## config.mk

```make
export PLATFORM = sky130hd
export DESIGN_NAME = tx_frame_arbiter
export DESIGN_NICKNAME = d
export VERILOG_FILES = /design/src/rtl/tx_frame_arbiter.sv
export SDC_FILE = /design/constraint.sdc
export NUM_CORES = 1
export LEC_CHECK = 0
export BUFFER_PORTS_ARGS = -buffer_cell sky130_fd_sc_hd__buf_4
export CAP_MARGIN = 0
export CORE_AREA = 8 8 150 152
export CTS_CLUSTER_DIAMETER = 30
export DETAILED_ROUTE_END_ITERATION = 10
export DIE_AREA = 0 0 158 160
export HOLD_SLACK_MARGIN = 0.12
export PLACE_DENSITY = 0.74
export SLEW_MARGIN = 25
export SYNTH_ARGS = -nofsm -noshare
export SYNTH_HDL_FRONTEND = slang
export SYNTH_SLANG_ARGS = --single-unit
```

## constraint.sdc

```tcl
create_clock -name clk -period 2.4 [get_ports clk]
set_clock_uncertainty 0.15 [all_clocks]
set_input_delay 0.24 -clock clk [delete_from_list [all_inputs] [get_ports clk]]
set_output_delay 0.24 -clock clk [all_outputs]
set_load 0.01 [all_outputs]
```

## src/rtl/tx_frame_arbiter.sv

```systemverilog
// rtl/tx_frame_arbiter.sv - round-robin arbiter feeding frame headers and payload bytes to a single MAC TX path
module tx_frame_arbiter #(
    parameter int NUM_REQ        = 2,
    parameter int LEN_W          = 11,
    parameter int TIMEOUT_CYCLES = 4096
) (
    input  logic                     clk,
    input  logic                     rst_n,
    input  logic [NUM_REQ-1:0]       req_valid,
    input  logic [NUM_REQ*48-1:0]    req_dest_mac,
    input  logic [NUM_REQ*48-1:0]    req_src_mac,
    input  logic [NUM_REQ*16-1:0]    req_eth_type,
    input  logic [NUM_REQ*LEN_W-1:0] req_len,
    input  logic [NUM_REQ*8-1:0]     req_data,
    input  logic [NUM_REQ-1:0]       req_empty,
    output logic [NUM_REQ-1:0]       req_rd,
    output logic [NUM_REQ-1:0]       grant,
    output logic [47:0]              app_tx_dest_mac,
    output logic [47:0]              app_tx_src_mac,
    output logic [15:0]              app_tx_eth_type,
    output logic                     app_tx_start,
    output logic [7:0]               app_tx_data,
    output logic                     app_tx_data_valid,
    input  logic                     tx_fifo_full,
    input  logic                     tx_done,
    output logic                     busy,
    output logic                     tx_timeout,
    output logic                     len_err
);

    localparam int IDX_W = (NUM_REQ > 1) ? $clog2(NUM_REQ) : 1;
    localparam int TMO_W = (TIMEOUT_CYCLES > 1) ? $clog2(TIMEOUT_CYCLES) : 1;
    localparam logic [TMO_W-1:0] TMO_LAST = TMO_W'(TIMEOUT_CYCLES - 1);

    typedef enum logic [2:0] {
        S_IDLE,
        S_LATCH,
        S_START,
        S_STREAM,
        S_WAIT_DONE
    } state_e;

    state_e             state_q, state_d;
    logic [NUM_REQ-1:0] grant_q, grant_d;
    logic [IDX_W-1:0]   idx_q, idx_d;
    logic [IDX_W-1:0]   last_q, last_d;
    logic [47:0]        dest_q, dest_d;
    logic [47:0]        src_q, src_d;
    logic [15:0]        type_q, type_d;
    logic [LEN_W-1:0]   len_q, len_d;
    logic [LEN_W-1:0]   cnt_q, cnt_d;
    logic [TMO_W-1:0]   tmo_q, tmo_d;

    logic [IDX_W-1:0]   pick;
    logic               pick_vld;

    // Descending scan so the requester nearest after last_q is the final (winning) write.
    always_comb begin : rr_pick
        int               cand;
        logic [IDX_W-1:0] cand_idx;
        pick     = '0;
        pick_vld = 1'b0;
        for (int k = NUM_REQ; k >= 1; k--) begin
            cand = int'(last_q) + k;
            if (cand >= NUM_REQ) begin
                cand = cand - NUM_REQ;
            end
            cand_idx = cand[IDX_W-1:0];
            if (req_valid[cand_idx]) begin
                pick     = cand_idx;
                pick_vld = 1'b1;
            end
        end
    end

    always_ff @(posedge clk or negedge rst_n) begin
        if (!rst_n) begin
            state_q <= S_IDLE;
            grant_q <= '0;
            idx_q   <= '0;
            last_q  <= IDX_W'(NUM_REQ - 1);
            dest_q  <= '0;
            src_q   <= '0;
            type_q  <= '0;
            len_q   <= '0;
            cnt_q   <= '0;
            tmo_q   <= '0;
        end else begin
            state_q <= state_d;
            grant_q <= grant_d;
            idx_q   <= idx_d;
            last_q  <= last_d;
            dest_q  <= dest_d;
            src_q   <= src_d;
            type_q  <= type_d;
            len_q   <= len_d;
            cnt_q   <= cnt_d;
            tmo_q   <= tmo_d;
        end
    end

    always_comb begin
        state_d           = state_q;
        grant_d           = grant_q;
        idx_d             = idx_q;
        last_d            = last_q;
        dest_d            = dest_q;
        src_d             = src_q;
        type_d            = type_q;
        len_d             = len_q;
        cnt_d             = cnt_q;
        tmo_d             = tmo_q;
        req_rd            = '0;
        app_tx_data       = '0;
        app_tx_data_valid = 1'b0;
        app_tx_start      = 1'b0;
        tx_timeout        = 1'b0;
        len_err           = 1'b0;

        case (state_q)
            S_IDLE: begin
                if (pick_vld) begin
                    grant_d = NUM_REQ'(1) << pick;
                    idx_d   = pick;
                    dest_d  = req_dest_mac[pick*48 +: 48];
                    src_d   = req_src_mac[pick*48 +: 48];
                    type_d  = req_eth_type[pick*16 +: 16];
                    len_d   = req_len[pick*LEN_W +: LEN_W];
                    cnt_d   = '0;
                    tmo_d   = '0;
                    state_d = S_LATCH;
                end
            end
            S_LATCH: begin
                if (len_q == '0) begin
                    len_err = 1'b1;
                    grant_d = '0;
                    last_d  = idx_q;
                    state_d = S_IDLE;
                end else begin
                    state_d = S_START;
                end
            end
            S_START: begin
                app_tx_start = 1'b1;
                state_d      = S_STREAM;
            end
            S_STREAM: begin
                if (!tx_fifo_full && !req_empty[idx_q]) begin
                    req_rd            = grant_q;
                    app_tx_data       = req_data[idx_q*8 +: 8];
                    app_tx_data_valid = 1'b1;
                    // Compare against len-1 so the maximum length never needs a wider counter.
                    if (cnt_q == len_q - 1'b1) begin
                        cnt_d   = '0;
                        tmo_d   = '0;
                        state_d = S_WAIT_DONE;
                    end else begin
                        cnt_d = cnt_q + 1'b1;
                    end
                end
            end
            S_WAIT_DONE: begin
                tmo_d = tmo_q + 1'b1;
                if (tx_done) begin
                    grant_d = '0;
                    last_d  = idx_q;
                    tmo_d   = '0;
                    state_d = S_IDLE;
                end else if (tmo_q == TMO_LAST) begin
                    tx_timeout = 1'b1;
                    grant_d    = '0;
                    last_d     = idx_q;
                    tmo_d      = '0;
                    state_d    = S_IDLE;
                end
            end
            default: begin
                state_d = S_IDLE;
            end
        endcase
    end

    assign grant           = grant_q;
    assign app_tx_dest_mac = dest_q;
    assign app_tx_src_mac  = src_q;
    assign app_tx_eth_type = type_q;
    assign busy            = (state_q != S_IDLE);

endmodule

```

==> impl_metrics.ini, run 1 <==
[worst_setup_path]
startpoint_type = register
worstReg2RegStart = len_q[0]
crit_family = compound AO/OA/AOI/OAI gates
slowest_delay_ns = 0.44
startpoint = len_q[0]
path_class = reg -> reg
slowest_stage = a2111oi_2
path_max_fanout = 6
rr_endpoint = cnt_q[10]
path_cells = buf_4 -> buf_4 -> nor3_1 -> xnor2_1 -> a2111oi_2 -> o211ai_1 -> nor2_2 -> clkbuf_16 -> o31ai_1
worstPathBufferInverterCount = 3
crit_end = cnt_q[10]
required_ns = 2.53
end_kind = register
ff2ff_path_depth = 9
cp.depth = 9
cp.arrival_ns = 2.87
crit_top_cell = buf_4
reg2reg_slack_ns = -0.34

[drt]
ant_nets = 0
wire_per_inst_um = 20.6
wl_um = 36300
drt-initial-drc-count = 528
via_per_inst = 5.28
drc_errors = 0
vias = 9286
drt-pass1-iter-count = 5

[placed_design]
place_hpwl_um = 21600
io_buffers = 398
finalWeightedCongestion = 0.804
place_area_sq_mm = 0.0114

[sta]
slew_viol_final = 0
finalSetupViolCount = 39
hold_violations = 0
fin_crit_sh = 1.14
whs_ns = 0.152
rsz0062_at_grt = true
finalWorstSetupSlack_ns = -0.338
relSlewSlack = 0.623
worst_pin_slew_ns = 0.564
min_period_ns = 2.74
max_freq_mhz = 365

[clock_tree]
tritoncts = done
cts_buffer_depth = 2
cts_made_buffers = 17
clkLatencyLatePin_ns = 0.42
cts_num_sinks = 153
clk_pin_slew_worst_paths_ns = 0.06
htreeDepth = 4
cts_root_buffer = clkbuf_16

[grt]
grt_pass1_wl_um = 53900
overflow = 0
grt_max_degree = 108
grt_pass1_vias = 10051
grt_usage = 0.273
antenna_found_initial = 3

[power]
powerDensity_mw_per_mm2 = 960
power_mw = 14.2
p_leak_nw = 7.35
ir_worst_vdd_uv = 504

[logic_synthesis]
syn_area_sq_mm = 0.00783
ys_async_sr_fraction = 1.00
synth_edf_count = 0
yosys_most_used_dff = dfrtp_1
ys_seq_area_frac = 0.489
ys_ff_latch = 153
syn_area_per_cell_sq_um = 9.62
netlist-cell-type-count = 60
synthCells = 814
yosysWarnings = 0
synth_nets = 1087

[outcome]
outcome = complete, but fails checks
violations = negative setup slack

[flow_run]
maxCapViolCount = 0

[final_layout]
area_growth_pct = 88.4
drive_above_1_share = 0.354
final_area_sq_mm = 0.0148
layout_common_cells = buf_4 (437), dlygate4sd3_1 (247), nand2_1 (158), dfrtp_1 (152), o21ai_0 (135)
final_common_cell = buf_4
n_fill_cell = 1264
nets = 1747
multi_input_area_sq_mm = 0.00389
register_area_sq_mm = 0.00383

[die]
start_util = 0.391
rows = 52
ios = 399
dieArea_sq_mm = 0.0253
coreArea_sq_mm = 0.0200
die_h_um = 160
fp.dieW_um = 158

[min_path]
hp-class = in -> reg
## metrics by stage
step | worst slack (ns) | util | TNS (ns) | cells
global route | -0.426 | 0.736 | -11.13 | 1759
CTS | -0.0751 | 0.727 | -0.759 | 1747
finish | -0.338 | 0.736 | -7.94 | 1759
floorplan | 0.00898 | - | 0 | 814
global placement | -0.108 | 0.568 | -0.318 | 1465
detailed placement | -0.163 | 0.569 | -2.04 | 1465
## how the worst min path moves through the flow
| stage | from | to | depth (start not counted) |
|---|---|---|---|
| 3_5_place_dp | rst_n | app_tx_eth_type[4] | 1 |
| 6_report | tx_done | tmo_q[4] | 5 |
| 4_1_cts | tx_done | tmo_q[4] | 5 |
| 3_3_place_gp | rst_n | app_tx_eth_type[4] | 1 |
| 2_1_floorplan | rst_n | app_tx_dest_mac[0] | 0 |
| 5_1_grt | req_valid[1] | idx_q | 4 |
## layer usage
| layer | vias up | GRT usage | routed length (um) |
|---|---|---|---|
| li1 | 4182 | - | - |
| met1 | 4519 | 0.282 | 12700 |
| met2 | 462 | 0.495 | 19200 |
| met3 | 123 | 0.0729 | 2650 |
| met4 | 0 | 0.139 | 1750 |
| met5 | - | 0 | 0 |
## where the power goes
part | leakage [nW] | internal, mW | switching (mW)
clock network | 0.285 | 1.67 | 1.12
logic | 5.00 | 3.68 | 3.49
registers | 2.06 | 3.48 | 0.714
total | 7.35 | 8.84 | 5.33
## area by class of cell
cell class	instances	area share
repair buffers	700	0.410
multi-input cells	593	0.264
flip-flops and latches	153	0.260
clock buffers	18	0.0298
well taps	270	0.0229
clock inverters	13	0.0114
inverters	9	0.00229
diodes	3	0.000509
## synth_stat cells, types with 7 or more instances
master,number,share of area
o31ai_1,7,0.0067
nor3_1,12,0.0077
a21oi_1,10,0.0064
o22ai_2,7,0.011
nor2_1,29,0.014
buf_1,12,0.0058
inv_1,9,0.0043
dfrtp_1,152,0.49
nand2_1,158,0.076
clkbuf_1,39,0.019
mux2i_1,131,0.17
xnor2_1,7,0.0078
nand3_1,7,0.0045
o21ai_0,140,0.089
## logic make-up (layout without fill, tap and decap cells)
| logic type | count (synthesis) | after routing | share of synthesized area |
|---|---|---|---|
| AOI/OAI and AO/OA | 197 | 197 | 0.148 |
| and+or+nand+nor | 251 | 251 | 0.143 |
| DFF | 153 | 153 | 0.489 |
| other | 0 | 3 | 0 |
| xor gates and xnor gates | 10 | 10 | 0.0112 |
| muxes | 132 | 132 | 0.169 |
| buffers and inverters | 68 | 740 | 0.0355 |
| adders and majority gates | 3 | 3 | 0.00479 |
## registers in the layout, summed over array words and instances (netlist names)
signal,flops
cnt_q,11
tmo_q,12
app_tx_eth_type,16
idx_q,1
grant,2
state_q,3
len_q,11
app_tx_dest_mac,48
last_q,1
app_tx_src_mac,48
## worst register-to-register path, stage by stage, from the launching register on
cell	delay (ns)
dfrtp_1	0.41
buf_4	0.15
buf_4	0.14
nor3_1	0.35
xnor2_1	0.14
a2111oi_2	0.44
o211ai_1	0.24
nor2_2	0.29
clkbuf_16	0.21
o31ai_1	0.08
## repair_timing
action / 4_1_cts / 5_1_grt
setup buffers: 5 / 7
gates cloned: 0 / 3
hold endpoints to repair: 276 / 0
endpoints found under the setup margin: 28 / 32
gates resized for setup: 17 / 19
pin swaps: 8 / 5
hold buffers: 247 / 0
Power figures use the tool's default switching activity.
==> run 2, diff against run 1 <==
==> config.mk (replaced) <==
export PLATFORM = sky130hd
export DESIGN_NAME = tx_frame_arbiter
export DESIGN_NICKNAME = d
export VERILOG_FILES = /design/src/rtl/tx_frame_arbiter.sv
export SDC_FILE = /design/constraint.sdc
export NUM_CORES = 1
export LEC_CHECK = 0
export CAP_MARGIN = 0
export CORE_AREA = 8 8 148 150
export CTS_CLUSTER_DIAMETER = 30
export DETAILED_ROUTE_END_ITERATION = 10
export DIE_AREA = 0 0 156 158
export DONT_BUFFER_PORTS = 1
export HOLD_SLACK_MARGIN = 0.12
export PLACE_DENSITY = 0.58
export SLEW_MARGIN = 25
export SYNTH_ARGS = -nofsm -noshare
export SYNTH_HDL_FRONTEND = slang
export SYNTH_SLANG_ARGS = --single-unit
==> run 2 against run 1 <==
Against the previous run: the flow now stops in clock tree synthesis; synthesized area did not move; synthesized cell count did not move.
==> impl_metrics.ini, run 2 <==
[logic_synthesis]
ys_seq_area_frac = 0.489
ys_async_sr_fraction = 1.00
syn_area_per_cell_sq_um = 9.62
synth_compound_area_frac = 0.148
synth_edf_count = 0
muxShareOfSynthArea = 0.169
yosys-top-cells-count = nand2_1 (158), dfrtp_1 (152), o21ai_0 (140)
synthMostInstantiatedCell = nand2_1
yosys_most_used_dff = dfrtp_1
syn_area_sq_mm = 0.00783
synth.top_cell.area_share = 0.486
synth.area.top_cells = dfrtp_1 (49%), mux2i_1 (17%), o21ai_0 (8.9%), nand2_1 (7.6%), clkbuf_1 (1.9%)
synth_nets = 1087
synth_top_cell_by_area = dfrtp_1
synthSimpleGateAreaFrac = 0.143
ys_ff_latch = 153
synth_top_family_by_area = multiplexers
synthXorXnorAreaFrac = 0.0112
synthCells = 814
netlist-cell-type-count = 60
synth_fa_ha_area_frac = 0.00479
yosysWarnings = 0

[clock_tree]
cts_hold_buf = 222
htreeDepth = 4
cts_buffer_depth = 2
cts_root_buffer = clkbuf_16
cts_resized = 16
cts_setup_buffers = 4
cts_made_buffers = 17
cts_num_sinks = 153

[placed_design]
finalWeightedCongestion = 0.780
io_buffers = 0
place_hpwl_um = 17500
dp.cells = 1067

[die]
start_util = 0.397
die_h_um = 158
fp.dieW_um = 156
rows = 52
ios = 399

[outcome]
firstError = [ERROR RSZ-0060] Max buffer count reached.
stop_stage = clock tree synthesis
outcome = aborted with a tool error
## run 2: cell counts after synthesis
No cell type changed its count.
## run 2: per-stage QoR
step,worst slack [ns],TNS (ns),area [sq um]
global placement,-0.143,-1.07,8390
floorplan,0.00898,0,7830
detailed placement,-0.188,-2.35,8390
## run 2: kinds of logic after synthesis
kind of cell | count (synthesis)
muxes | 132
DFF | 153
and+or+nand+nor | 251
adders and majority gates | 3
xor gates and xnor gates | 10
buffers and inverters | 68
AOI/OAI and AO/OA | 197
==> run 3, diff against run 2 <==
--- a/config.mk
+++ b/config.mk
@@ -6,13 +6,11 @@
 export NUM_CORES = 1
 export LEC_CHECK = 0
 export CAP_MARGIN = 0
-export CORE_AREA = 8 8 148 150
-export CTS_CLUSTER_DIAMETER = 30
+export CORE_AREA = 8 8 149 151
 export DETAILED_ROUTE_END_ITERATION = 10
-export DIE_AREA = 0 0 156 158
+export DIE_AREA = 0 0 157 159
 export DONT_BUFFER_PORTS = 1
-export HOLD_SLACK_MARGIN = 0.12
-export PLACE_DENSITY = 0.58
+export PLACE_DENSITY_LB_ADDON = 0.15
 export SLEW_MARGIN = 25
 export SYNTH_ARGS = -nofsm -noshare
 export SYNTH_HDL_FRONTEND = slang
==> constraint.sdc (replaced) <==
create_clock -name clk -period 3.1 [get_ports clk]
set_clock_uncertainty 0.15 [all_clocks]
set_input_delay 0.31 -clock clk [delete_from_list [all_inputs] [get_ports clk]]
set_output_delay 0.31 -clock clk [all_outputs]
set_load 0.01 [all_outputs]
==> run 3 against run 2 <==
Against the previous run: the flow again stops in clock tree synthesis; synthesized cell count did not move; synthesized area is the same.
==> impl_metrics.ini, run 3 <==
[logic_synthesis]
syn_area_sq_mm = 0.00783
ys_seq_area_frac = 0.489
synth_fa_ha_area_frac = 0.00479
synth_compound_area_frac = 0.148
synthMostInstantiatedCell = nand2_1
ys_async_sr_fraction = 1.00
yosysWarnings = 0
synth.area.top_cells = dfrtp_1 (49%), mux2i_1 (17%), o21ai_0 (8.9%), nand2_1 (7.6%), clkbuf_1 (1.9%)
synth_top_cell_by_area = dfrtp_1
synthCells = 814
synth_top_family_by_area = multiplexers
synthXorXnorAreaFrac = 0.0112
yosys-top-cells-count = nand2_1 (158), dfrtp_1 (152), o21ai_0 (140)
yosys_most_used_dff = dfrtp_1
synth_nets = 1087
ys_ff_latch = 153
syn_area_per_cell_sq_um = 9.62
synth_edf_count = 0
netlist-cell-type-count = 60
synthSimpleGateAreaFrac = 0.143
muxShareOfSynthArea = 0.169
synth.top_cell.area_share = 0.486

[outcome]
outcome = aborted with a tool error
stop_stage = clock tree synthesis
firstError = [ERROR RSZ-0060] Max buffer count reached.

[clock_tree]
cts_hold_buf = 214
cts_resized = 0
cts_setup_buffers = 0
htreeDepth = 4
cts_num_sinks = 153
cts_root_buffer = clkbuf_16
cts_buffer_depth = 2
cts_made_buffers = 17

[placed_design]
place_area_sq_mm = 0.00804
finalWeightedCongestion = 0.842
io_buffers = 0
place_hpwl_um = 18100
dp_slack_ns = 0.296

[die]
die_h_um = 159
start_util = 0.395
rows = 52
fp.dieW_um = 157
ios = 399
run 3: logic make-up after synthesis:
logic type                 count (synthesis)
and+or+nand+nor                          251
xor gates and xnor gates                  10
muxes                                    132
adders and majority gates                  3
DFF                                      153
AOI/OAI and AO/OA                        197
buffers and inverters                     68
run 3: metrics by stage:
step / utilization / instances
2_1_floorplan: - / 814
3_3_place_gp: 0.405 / 1034
3_5_place_dp: 0.405 / 1034
